## config.mk

```make
export PLATFORM = sky130hd
export DESIGN_NAME = fft_ctrl
export DESIGN_NICKNAME = d
export VERILOG_FILES = /design/src/rtl/fft_ctrl_pkg.sv /design/src/rtl/fft_ctrl_bitrev.sv /design/src/rtl/fft_ctrl.sv
export SDC_FILE = /design/constraint.sdc
export NUM_CORES = 1
export LEC_CHECK = 0
export BUFFER_PORTS_ARGS = -buffer_cell sky130_fd_sc_hd__clkbuf_2
export CAP_MARGIN = 20
export CORE_MARGIN = 5
export CORE_UTILIZATION = 45
export CTS_CLUSTER_SIZE = 25
export DETAILED_ROUTE_END_ITERATION = 7
export PLACE_DENSITY = 0.6
export SYNTH_ARGS = -nofsm -noshare
export SYNTH_HDL_FRONTEND = slang
export SYNTH_SLANG_ARGS = --single-unit
```

## constraint.sdc

```tcl
create_clock -name clk -period 5 [get_ports clk]
set_input_delay 0.75 -clock clk [delete_from_list [all_inputs] [get_ports clk]]
set_output_delay 0.75 -clock clk [all_outputs]
set_load 0.01 [all_outputs]
```

## src/rtl/fft_ctrl_pkg.sv

```systemverilog
// Shared types and width helpers for the FFT sequencer and its bit-reverse helper.
package fft_pkg;

    typedef enum logic [2:0] {
        S_IDLE,
        S_LOAD,
        S_COMPUTE,
        S_DRAIN,
        S_UNLOAD
    } fft_state_e;

    function automatic int log2n(input int n);
        return $clog2(n);
    endfunction

    function automatic int addr_w(input int n);
        return log2n(n);
    endfunction

    function automatic int tw_w(input int n);
        return log2n(n) - 1;
    endfunction

    function automatic int stage_w(input int n);
        return $clog2(log2n(n)) + 1;
    endfunction

endpackage

```

## src/rtl/fft_ctrl_bitrev.sv

```systemverilog
// Combinational bit-reversal of a W-bit index; usable by the sequencer and by benches.
module fft_bitrev #(
    parameter int W = 10
) (
    input  logic [W-1:0] idx_i,
    output logic [W-1:0] rev_o
);

    always_comb begin
        rev_o = '0;
        for (int i = 0; i < W; i++) begin
            rev_o[i] = idx_i[W-1-i];
        end
    end

endmodule

```

## src/rtl/fft_ctrl.sv

```systemverilog
// In-place radix-2 DIT FFT address sequencer: LOAD, COMPUTE/DRAIN per stage, UNLOAD.
// Define FFT_CTRL_BITREV_EN to bit-reverse LOAD write addresses inside the sequencer.
module fft_ctrl
    import fft_pkg::*;
#(
    parameter int N          = 1024,
    parameter int BF_LATENCY = 4
) (
    input  logic                    clk,
    input  logic                    rst,
    input  logic                    start_i,
    input  logic                    in_valid_i,
    output logic                    ram_rd_en_o,
    output logic [addr_w(N)-1:0]    ram_rd_addr0_o,
    output logic [addr_w(N)-1:0]    ram_rd_addr1_o,
    output logic [1:0]              ram_wr_en_o,
    output logic [addr_w(N)-1:0]    ram_wr_addr0_o,
    output logic [addr_w(N)-1:0]    ram_wr_addr1_o,
    output logic                    ram_wr_sel_o,
    output logic [tw_w(N)-1:0]      twiddle_addr_o,
    output logic [stage_w(N)-1:0]   stage_o,
    output logic                    busy_o,
    output logic                    fft_ready_o,
    output logic                    done_o
);

    localparam int LOG2N  = log2n(N);
    localparam int ADDR_W = addr_w(N);
    localparam int TW_W   = tw_w(N);
    localparam int STG_W  = stage_w(N);
    localparam int CNT_W  = ADDR_W + 1;
    localparam logic [STG_W-1:0] LAST_STG = STG_W'(LOG2N - 1);

    fft_state_e        state_q;
    logic [CNT_W-1:0]  cnt_q;
    logic [STG_W-1:0]  stage_q;
    logic              rdv_q;
    logic              done_q;

    logic [BF_LATENCY-1:0] wb_vld_q;
    logic [ADDR_W-1:0]     wb_a0_q [BF_LATENCY];
    logic [ADDR_W-1:0]     wb_a1_q [BF_LATENCY];

    logic [ADDR_W-1:0] b_d, span_d, pos_d, a0_d, a1_d, load_addr_d;
    logic [TW_W-1:0]   tw_d;
    logic              bf_rd_d;

    // Butterfly address generation from the current stage and butterfly index
    always_comb begin
        b_d    = cnt_q[ADDR_W-1:0];
        span_d = ADDR_W'(1) << stage_q;
        pos_d  = b_d & (span_d - ADDR_W'(1));
        a0_d   = ((b_d >> stage_q) << (stage_q + STG_W'(1))) | pos_d;
        a1_d   = a0_d | span_d;
        tw_d   = TW_W'(pos_d) << (LAST_STG - stage_q);
    end

    assign bf_rd_d = (state_q == S_COMPUTE);

`ifdef FFT_CTRL_BITREV_EN
    fft_bitrev #(.W(ADDR_W)) u_bitrev (
        .idx_i (cnt_q[ADDR_W-1:0]),
        .rev_o (load_addr_d)
    );
`else
    assign load_addr_d = cnt_q[ADDR_W-1:0];
`endif

    always_ff @(posedge clk) begin
        if (rst) begin
            state_q <= S_IDLE;
            cnt_q   <= '0;
            stage_q <= '0;
            rdv_q   <= 1'b0;
            done_q  <= 1'b0;
        end else begin
            rdv_q  <= (state_q == S_UNLOAD) && (cnt_q < CNT_W'(N));
            done_q <= (state_q == S_UNLOAD) && (cnt_q == CNT_W'(N - 1));
            unique case (state_q)
                S_IDLE: begin
                    if (start_i) begin
                        state_q <= S_LOAD;
                        cnt_q   <= '0;
                        stage_q <= '0;
                    end
                end
                S_LOAD: begin
                    if (in_valid_i) begin
                        if (cnt_q == CNT_W'(N - 1)) begin
                            state_q <= S_COMPUTE;
                            cnt_q   <= '0;
                            stage_q <= '0;
                        end else begin
                            cnt_q <= cnt_q + CNT_W'(1);
                        end
                    end
                end
                S_COMPUTE: begin
                    if (cnt_q == CNT_W'(N / 2 - 1)) begin
                        state_q <= S_DRAIN;
                        cnt_q   <= '0;
                    end else begin
                        cnt_q <= cnt_q + CNT_W'(1);
                    end
                end
                S_DRAIN: begin
                    // Leave only once the stage's last write has been issued
                    if (cnt_q == CNT_W'(BF_LATENCY - 1)) begin
                        cnt_q <= '0;
                        if (stage_q == LAST_STG) begin
                            state_q <= S_UNLOAD;
                        end else begin
                            state_q <= S_COMPUTE;
                            stage_q <= stage_q + STG_W'(1);
                        end
                    end else begin
                        cnt_q <= cnt_q + CNT_W'(1);
                    end
                end
                S_UNLOAD: begin
                    if (cnt_q == CNT_W'(N)) begin
                        state_q <= S_IDLE;
                        cnt_q   <= '0;
                        stage_q <= '0;
                    end else begin
                        cnt_q <= cnt_q + CNT_W'(1);
                    end
                end
                default: state_q <= S_IDLE;
            endcase
        end
    end

    // Write-back delay line: addresses ride alongside the butterfly pipeline
    always_ff @(posedge clk) begin
        if (rst) begin
            wb_vld_q <= '0;
        end else begin
            for (int i = BF_LATENCY - 1; i > 0; i--) begin
                wb_vld_q[i] <= wb_vld_q[i-1];
            end
            wb_vld_q[0] <= bf_rd_d;
        end
    end

    always_ff @(posedge clk) begin
        for (int i = BF_LATENCY - 1; i > 0; i--) begin
            wb_a0_q[i] <= wb_a0_q[i-1];
            wb_a1_q[i] <= wb_a1_q[i-1];
        end
        wb_a0_q[0] <= a0_d;
        wb_a1_q[0] <= a1_d;
    end

    always_comb begin
        ram_rd_en_o    = 1'b0;
        ram_rd_addr0_o = '0;
        ram_rd_addr1_o = '0;
        ram_wr_en_o    = 2'b00;
        ram_wr_addr0_o = '0;
        ram_wr_addr1_o = '0;
        ram_wr_sel_o   = 1'b0;
        twiddle_addr_o = '0;
        unique case (state_q)
            S_LOAD: begin
                if (in_valid_i) begin
                    ram_wr_en_o    = 2'b01;
                    ram_wr_addr0_o = load_addr_d;
                end
            end
            S_COMPUTE: begin
                ram_rd_en_o    = 1'b1;
                ram_rd_addr0_o = a0_d;
                ram_rd_addr1_o = a1_d;
                twiddle_addr_o = tw_d;
            end
            S_UNLOAD: begin
                if (cnt_q < CNT_W'(N)) begin
                    ram_rd_en_o    = 1'b1;
                    ram_rd_addr0_o = cnt_q[ADDR_W-1:0];
                end
            end
            default: ;
        endcase
        if (wb_vld_q[BF_LATENCY-1]) begin
            ram_wr_en_o    = 2'b11;
            ram_wr_sel_o   = 1'b1;
            ram_wr_addr0_o = wb_a0_q[BF_LATENCY-1];
            ram_wr_addr1_o = wb_a1_q[BF_LATENCY-1];
        end
    end

    assign busy_o      = (state_q != S_IDLE);
    assign stage_o     = stage_q;
    assign fft_ready_o = rdv_q;
    assign done_o      = done_q;

endmodule

```

==> summary.md, run 1 <==
| Metric | Value |
|---|---|
| Result of the run | `finished, final reports clean` |
| Total vias in the final route | `5098` |
| Die boundary width | `120 µm` |
| Proportion of synthesized flip-flops having asynchronous set or reset | `0%` |
| Growth of design area from synthesis to finish | `11.5%` |
| Cell depth of the worst flop-to-flop path | `9` |
| Fin area | `6120 µm²` |
| Commonest non-fill, non-tap cells in the layout | `sky130_fd_sc_hd__dfxtp_1 (105), sky130_fd_sc_hd__clkbuf_2 (64), sky130_fd_sc_hd__nand2_1 (55)` |
| Most common cell after layout, fill and taps aside | `sky130_fd_sc_hd__dfxtp_1` |
| Worst setup EP type | `output port` |
| Maximum achievable frequency | `222 MHz` |
| Buf/Inv on CP | `2` |
| Root buf cell | `sky130_fd_sc_hd__clkbuf_16` |
| Main area contributors after synthesis | `sky130_fd_sc_hd__dfxtp_1 (38%), sky130_fd_sc_hd__mux2i_1 (4.7%), sky130_fd_sc_hd__nand2_1 (3.8%)` |
| Number of nets at the end of the flow | `690` |
| Total half-perimeter wirelength after legalization and detailed placement | `12500 µm` |
| Via density | `6.16` |
| Number of primary I/O pins | `65` |
| Synthesized Nets | `655` |
| Number of iterations in the first detailed-routing pass | `5` |
| Most frequent cell on the critical path | `sky130_fd_sc_hd__ha_1` |
| Average instance area after synthesis | `8.58 µm²` |
| Maximum buffer depth of the clock tree | `2` |
| Fin util | `51.0%` |
| Synth top area share | `38.3%` |
| Clock insertion delay at the later pin of the skew report | `0.36 ns` |
| H-tree level count | `3` |
| Req. time, crit path | `4.25 ns` |
| Global-route wire length before repair | `27300 µm` |
| Worst ir drop on vdd | `0.168 mV` |
| Fraction of final layout cells sized beyond drive strength 1 | `19.3%` |
| Total of max-cap violations | `0` |
| Startpoint of the tightest hold check path | `wb_a0_q[2][6]` |
| Total routing resource utilization after global routing | `24.3%` |
| Post-CTS setup buffer count | `0` |
| CTS resizes | `0` |
| Largest driver fanout on the critical path | `14` |
| Warnings from Yosys | `0` |
| Critical Path Slowest Stage Cell | `sky130_fd_sc_hd__or4b_2` |
| Yosys reg bits | `105` |
| Final antenna-violating net count | `0` |
| Data arrival time of the worst path | `3.75 ns` |
| Number of distinct library cells after synthesis | `89` |
| Number of clock sinks | `105` |
| Standard-cell row count | `40` |
| Routed WL | `17500 µm` |
| Placed Area | `5810 µm²` |
| Number of flops mapped to enable cells by yosys | `0` |
| Setup repair after global routing missed its margin | `false` |
| Initial DRC count | `509` |
| Area enclosed by the die boundary | `14500 µm²` |
| Core Box Area | `12000 µm²` |
| Total congestion overflow | `0` |
| Post-synthesis cell type with the largest combined area | `sky130_fd_sc_hd__dfxtp_1` |
| Final routed DRC violation total | `0` |
| Final period util | `90.1%` |
| Post-CTS Hold Fix Bufs | `0` |
| Hold Violations, Final | `0` |
| Antenna violations before repair | `0` |
| Static Leak | `2.37 nW` |
| Reg2Reg Setup Slack | `1.69 ns` |
| Launching point of the worst reg2reg path | `stage_o[1]` |
| Total clock buffers created by CTS | `9` |
| Share of the yosys chip area belonging to registers | `38.3%` |
| Kind of launch point of the worst setup path | `register` |
| Predominant post-synthesis flop cell | `sky130_fd_sc_hd__dfxtp_1` |
| Largest stage delay on the critical path | `0.75 ns` |
| Setup clock skew after layout | `0.0105 ns` |
| Relative slew slack | `33.7%` |
| Slew @ Worst Pin | `0.994 ns` |
| Port-buffer cells | `64` |
| Placement Setup Slack | `0.914 ns` |
| Worst r2r dst | `wb_a0_q[0][4]` |
| Wire length per cell | `21.2 µm` |
| Fin. max-slew vios | `0` |
| Kind of path behind the tightest hold check | `reg2reg` |
| Weighted congestion at the end of routability-driven global placement | `1.01` |
| Kind of cell adding the most delay to the critical path | `compound AO/OA/AOI/OAI gates` |
| Mapped Area | `5490 µm²` |
| CTS tree | `yes` |
| Largest net degree at the start of global routing | `36` |
| Final setup TNS | `0 ns` |
| Starting utilization of the core area | `45.7%` |
| Hold-critical path depth | `0` |
| Final total power | `1.96 mW` |
| Die Y | `120 µm` |
| Worst Path Class, Setup | `reg2out` |
| Clk slew on worst S/H paths | `0.08 ns` |
| Cell count after synthesis | `640` |
| Setup-violating endpoint count in the final report | `0` |
| Via count of the first global-routing pass | `4758` |
| Shortest period the worst path allows | `4.50 ns` |
| Power density normalized to cell area | `321 nW/µm²` |
| End of the worst hold path | `wb_a0_q[3][6]` |
| Antenna cells | `0` |
| Series of cell instances along the critical path | `inv_1, ha_1, or4b_2, ha_1, o21ai_0, a32o_1, nand3_1, a221o_1, a21oi_1, clkbuf_2` |
| Final worst slack | `0.497 ns` |
## synthesized netlist by cell type (all sizes together) (4+ instances only)
cell type	n
o22ai	7
o41ai	4
or3	7
clkbuf	26
o221ai	4
a21o	6
a31oi	11
a211oi	6
nor4	9
nor2	52
o21ai	41
dfxtp	105
nand3b	4
mux2i	26
mux2	5
a21oi	35
nand4	7
and2	13
and3	4
nand2b	7
ha	11
nor3	26
o21bai	4
nand3	23
or4	6
nor2b	9
or2	5
nand2	56
xnor2	6
o211ai	6
inv	24
o21a	5
buf	26
nor3b	4
## where the power goes
group,switching (mW),internal [mW]
sequential,0.0483,0.890
clock,0.359,0.356
combinational,0.202,0.110
total,0.609,1.36
## how the worst max path moves through the flow
stage,startpoint,end,slack (ns),cells past startpoint
after detailed placement,stage_o[1],twiddle_addr_o[6],0.91,10
after floorplan,stage_o[0],twiddle_addr_o[6],0.71,14
after global routing,stage_o[1],ram_rd_addr1_o[6],0.27,10
after global placement,stage_o[1],twiddle_addr_o[6],1.02,10
after CTS,stage_o[1],twiddle_addr_o[6],0.51,10
final,stage_o[1],twiddle_addr_o[6],0.50,10
## cells by family (layout without fill, tap and decap cells)
| group | count (synthesis) | after routing | share of synthesized area, % |
|---|---|---|---|
| buffers and inverters | 77 | 117 | 6.58 |
| adder cells (fa/ha/maj) | 11 | 11 | 2.51 |
| AO/OA/AOI/OAI | 168 | 168 | 22.2 |
| multiplexers | 31 | 31 | 5.76 |
| flip-flops | 105 | 105 | 38.3 |
| XOR/XNOR | 7 | 7 | 1.12 |
| AND/OR/NAND/NOR | 241 | 241 | 23.6 |
## layout make-up
class	count	area [µm²]
clock buffers	9	225
inverters	25	93.8
multi-input cells	458	3030
clock inverters	7	80.1
well taps	147	184
repair buffers	76	410
fillers	1219	5890
flip-flops and latches	105	2100
## per-layer routing
layer | GRT usage, % | vias to the layer above | wire length, µm
met5 | 0 | - | 0
met4 | 8.14 | 0 | 422
met3 | 5.29 | 22 | 1330
met2 | 38.6 | 225 | 8010
met1 | 32.7 | 2462 | 7760
li1 | - | 2389 | -
## sequential cells by signal, summed over array words and instances (netlist names)
signal	count
cnt_q	11
done_o	1
fft_ready_o	1
stage_o	5
state_q	3
wb_a0_q	40
wb_a1_q	40
wb_vld_q	4
## worst reg2reg max path: stages, from the launching register on
cell and delay, ns:
sky130_fd_sc_hd__dfxtp_1 0.31, sky130_fd_sc_hd__inv_1 0.17, sky130_fd_sc_hd__ha_1 0.49, sky130_fd_sc_hd__or4b_2 0.75
sky130_fd_sc_hd__ha_1 0.34, sky130_fd_sc_hd__nand2_1 0.10, sky130_fd_sc_hd__o21ai_0 0.08, sky130_fd_sc_hd__a32o_1 0.35
sky130_fd_sc_hd__a221oi_2 0.48, sky130_fd_sc_hd__inv_1 0.10
## through the flow
step,instances,hold WS [ns]
2_1_floorplan,640,0.310
3_3_place_gp,810,0.309
3_5_place_dp,810,0.312
4_1_cts,826,0.326
5_1_grt,827,0.337
6_report,827,0.324
Power figures use the tool's default switching activity.
==> inputs of run 2 (changes only) <==
CORE_UTILIZATION = 51   (was 45)
PLACE_DENSITY = 0.67   (was 0.6)
==> run 2 against run 1 <==
Net effect:
- sequential power decreased by 0.4%
- critical path type unchanged
- die area decreased by 11%
- fmax up 4.6%
- sequential cell count stayed put
- final area down 2.0%
- combinational power shrank 4%
- wire length fell by 5.5%
==> summary.md, run 2 (synthesis gave the netlist of run 1 again) <==
| Metric | Value |
|---|---|
| Core Box Area | `10400 µm² (-13%)` |
| Clk slew on worst S/H paths | `0.12 ns (+0.04 ns)` |
| H-tree level count | `3 (unchanged)` |
| Setup-violating endpoint count in the final report | `0 (unchanged)` |
| Setup clock skew after layout | `0.0157 ns (+0.00522 ns)` |
| Total vias in the final route | `5033 (-1.3%)` |
| Root buf cell | `sky130_fd_sc_hd__clkbuf_8` |
| Post-CTS Hold Fix Bufs | `0 (unchanged)` |
| Starting utilization of the core area | `52.7% (+7.0 points)` |
| Internal Dissipation | `1.20 mW (-11%)` |
| Fin area | `6000 µm² (-2.0%)` |
| Met2 demand-to-capacity share in global routing | `38.5% (-0.15 points)` |
| Worst r2r dst | `wb_a0_q[0][4]` |
| Largest driver fanout on the critical path | `17 (+3)` |
| Kind of launch point of the worst setup path | `register` |
| Area enclosed by the die boundary | `12900 µm² (-11%)` |
| Final period util | `86.1% (-3.9 points)` |
| Final antenna-violating net count | `0 (unchanged)` |
| Reported net switching power | `0.569 mW (-6.5%)` |
| Static Leak | `2.32 nW (-2.0%)` |
| Die boundary width | `114 µm (-5.6%)` |
| Maximum achievable frequency | `232 MHz (+4.6%)` |
| Worst ir drop on vdd | `0.168 mV (+0.20%)` |
| Launching point of the worst reg2reg path | `stage_o[0]` |
| Die Y | `114 µm (-5.6%)` |
| Post-CTS setup buffer count | `0 (unchanged)` |
| Global Route met1 Usage | `36.4% (+3.7 points)` |
| Antenna violations before repair | `0 (unchanged)` |
| CTS resizes | `0 (unchanged)` |
| Power density normalized to cell area | `295 nW/µm² (-7.9%)` |
| Number of iterations in the first detailed-routing pass | `5 (unchanged)` |
| Req. time, crit path | `4.25 ns (about the same)` |
| CTS tree | `yes` |
| Commonest non-fill, non-tap cells in the layout | `sky130_fd_sc_hd__dfxtp_1 (105), sky130_fd_sc_hd__clkbuf_2 (64), sky130_fd_sc_hd__nand2_1 (55)` |
| Antenna cells | `0 (unchanged)` |
| Via density | `6.18 (+0.30%)` |
| Standard-cell row count | `37 (-7.5%)` |
| Kind of path behind the tightest hold check | `reg2reg` |
| Routed WL | `16500 µm (-5.5%)` |
| Number of nets at the end of the flow | `688 (-0.29%)` |
| Wire length per cell | `20.3 µm (-4.0%)` |
| Worst Hold Margin | `0.325 ns (+0.000756 ns)` |
| Worst Setup EP | `twiddle_addr_o[8]` |
| Hold Violations, Final | `0 (unchanged)` |
| Number of primary I/O pins | `65 (unchanged)` |
| Via count of the first global-routing pass | `4690 (-1.4%)` |
| Fin. max-slew vios | `0 (unchanged)` |
| Seq pwr share | `52.7% (+5.0 points)` |
| Shortest period the worst path allows | `4.31 ns (-0.197 ns)` |
| Worst Path Class, Setup | `reg2out` |
| Total routing resource utilization after global routing | `25.9% (+1.6 points)` |
| Reg2Reg Setup Slack | `1.90 ns (+0.21 ns)` |
| Initial DRC count | `505 (-0.79%)` |
| Worst setup EP type | `output port` |
| Result of the run | `finished, final reports clean` |
| Most Crowded Layer GR | `met2` |
| Grt met3 use | `4.19% (-1.1 points)` |
| Total half-perimeter wirelength after legalization and detailed placement | `11900 µm (-5.2%)` |
| Number of clock sinks | `105 (unchanged)` |
| Maximum buffer depth of the clock tree | `2 (unchanged)` |
| Part of the power in the clock network | `30.5% (-5.9 points)` |
| Most common cell after layout, fill and taps aside | `sky130_fd_sc_hd__dfxtp_1` |
| Total of max-cap violations | `0 (unchanged)` |
| Placed Area | `5790 µm² (-0.37%)` |
| Fraction of final layout cells sized beyond drive strength 1 | `19.0% (-0.24 points)` |
| Switching fraction of total power | `32.1% (+1.1 points)` |
| Layout filler cell count | `937 (-23%)` |
| Final total power | `1.77 mW (-9.8%)` |
| Total clock buffers created by CTS | `9 (unchanged)` |
| Largest net degree at the start of global routing | `36 (unchanged)` |
| Final setup TNS | `0 ns (unchanged)` |
| Number of cells in the design after placement | `798 (-1.5%)` |
| Data arrival time of the worst path | `3.56 ns (-0.19 ns)` |
| Weighted congestion at the end of routability-driven global placement | `0.984 (-2.4%)` |
| Setup repair after global routing missed its margin | `false` |
| Cell depth of the worst flop-to-flop path | `9 (unchanged)` |
| Growth of design area from synthesis to finish | `9.30%` |
| Global-route wire length before repair | `26200 µm (-3.9%)` |
| Slew @ Worst Pin | `0.978 ns (-0.0152 ns)` |
| Worst setup path startpoint | `stage_o[0]` |
| Clock insertion delay at the later pin of the skew report | `0.37 ns (about the same)` |
| Relative slew slack | `34.8% (+1.1 points)` |
| Proportion of power drawn by combinational gates | `16.8% (+1.0 points)` |
| Final routed DRC violation total | `0 (unchanged)` |
| Port-buffer cells | `64 (unchanged)` |
| Biggest regs | `wb_a0_q x40, wb_a1_q x40, cnt_q x11` |
| Total congestion overflow | `0 (unchanged)` |
| Non-filler cells in the finished layout | `814 (-1.6%)` |
==> run 2: cell types whose count changed in the layout (fill, tap and decap cells not counted) <==
cell                         change
sky130_fd_sc_hd__inv_6           +1
sky130_fd_sc_hd__clkbuf_8        +9
sky130_fd_sc_hd__inv_12          +1
sky130_fd_sc_hd__clkbuf_16       -9
sky130_fd_sc_hd__buf_4           -2
sky130_fd_sc_hd__clkinvlp_4      -1
sky130_fd_sc_hd__clkinv_4        -1
==> run 2: final cells by class <==
cell class,instances,area (µm²),share of cell area [%]
clock inverters,7,88.8,1.48
inverters,25,93.8,1.56
multi-input cells,458,3030,50.4
well taps,136,170,2.84
repair buffers,74,395,6.59
clock buffers,9,124,2.06
flip-flops and latches,105,2100,35.0
==> run 2: metal layers <==
layer,up-vias,part of all wire [%]
met3,42,8.3
met4,0,4.3
met1,2351,44
met2,261,43
li1,2379,-
met5,-,0
==> run 2: worst min path at each step <==
stage                              from  cells past startpoint             to  slack (ns)
after floorplan           wb_a0_q[0][0]                      0  wb_a0_q[1][0]        0.31
after global placement    wb_a1_q[1][7]                      0  wb_a1_q[2][7]        0.31
after detailed placement  wb_a0_q[2][4]                      0  wb_a0_q[3][4]        0.31
after CTS                 wb_a0_q[0][7]                      0  wb_a0_q[1][7]        0.33
after global routing      wb_a0_q[2][6]                      0  wb_a0_q[3][6]        0.33
final                     wb_a0_q[0][7]                      0  wb_a0_q[1][7]        0.33
==> run 2: metrics by stage <==
step           worst slack (ns)  util (%)
2_1_floorplan             0.708         -
3_3_place_gp               1.23      55.6
3_5_place_dp               1.17      55.6
4_1_cts                   0.720      57.6
5_1_grt                   0.466      57.6
6_report                  0.694      57.6
==> run 2: critical path: stages, from the launching register on <==
cell	delay, ns
sky130_fd_sc_hd__dfxtp_1	0.34
sky130_fd_sc_hd__inv_2	0.25
sky130_fd_sc_hd__ha_1	0.23
sky130_fd_sc_hd__or4b_2	0.71
sky130_fd_sc_hd__ha_1	0.35
sky130_fd_sc_hd__and2_1	0.21
sky130_fd_sc_hd__o21ai_0	0.10
sky130_fd_sc_hd__a32oi_2	0.26
sky130_fd_sc_hd__mux2i_1	0.20
sky130_fd_sc_hd__a221oi_1	0.11
sky130_fd_sc_hd__a311o_1	0.30
sky130_fd_sc_hd__clkbuf_2	0.13
==> run 2: power by group through the flow <==
stage / registers (mW) / clock network, mW / logic, mW
global placement: 0.950 / 0 / 0.287
detailed placement: 0.954 / 0 / 0.293
floorplan: 0.922 / 0 / 0.242
CTS: 0.934 / 0.554 / 0.294
finish: 0.934 / 0.540 / 0.298
global route: 0.943 / 0.593 / 0.330
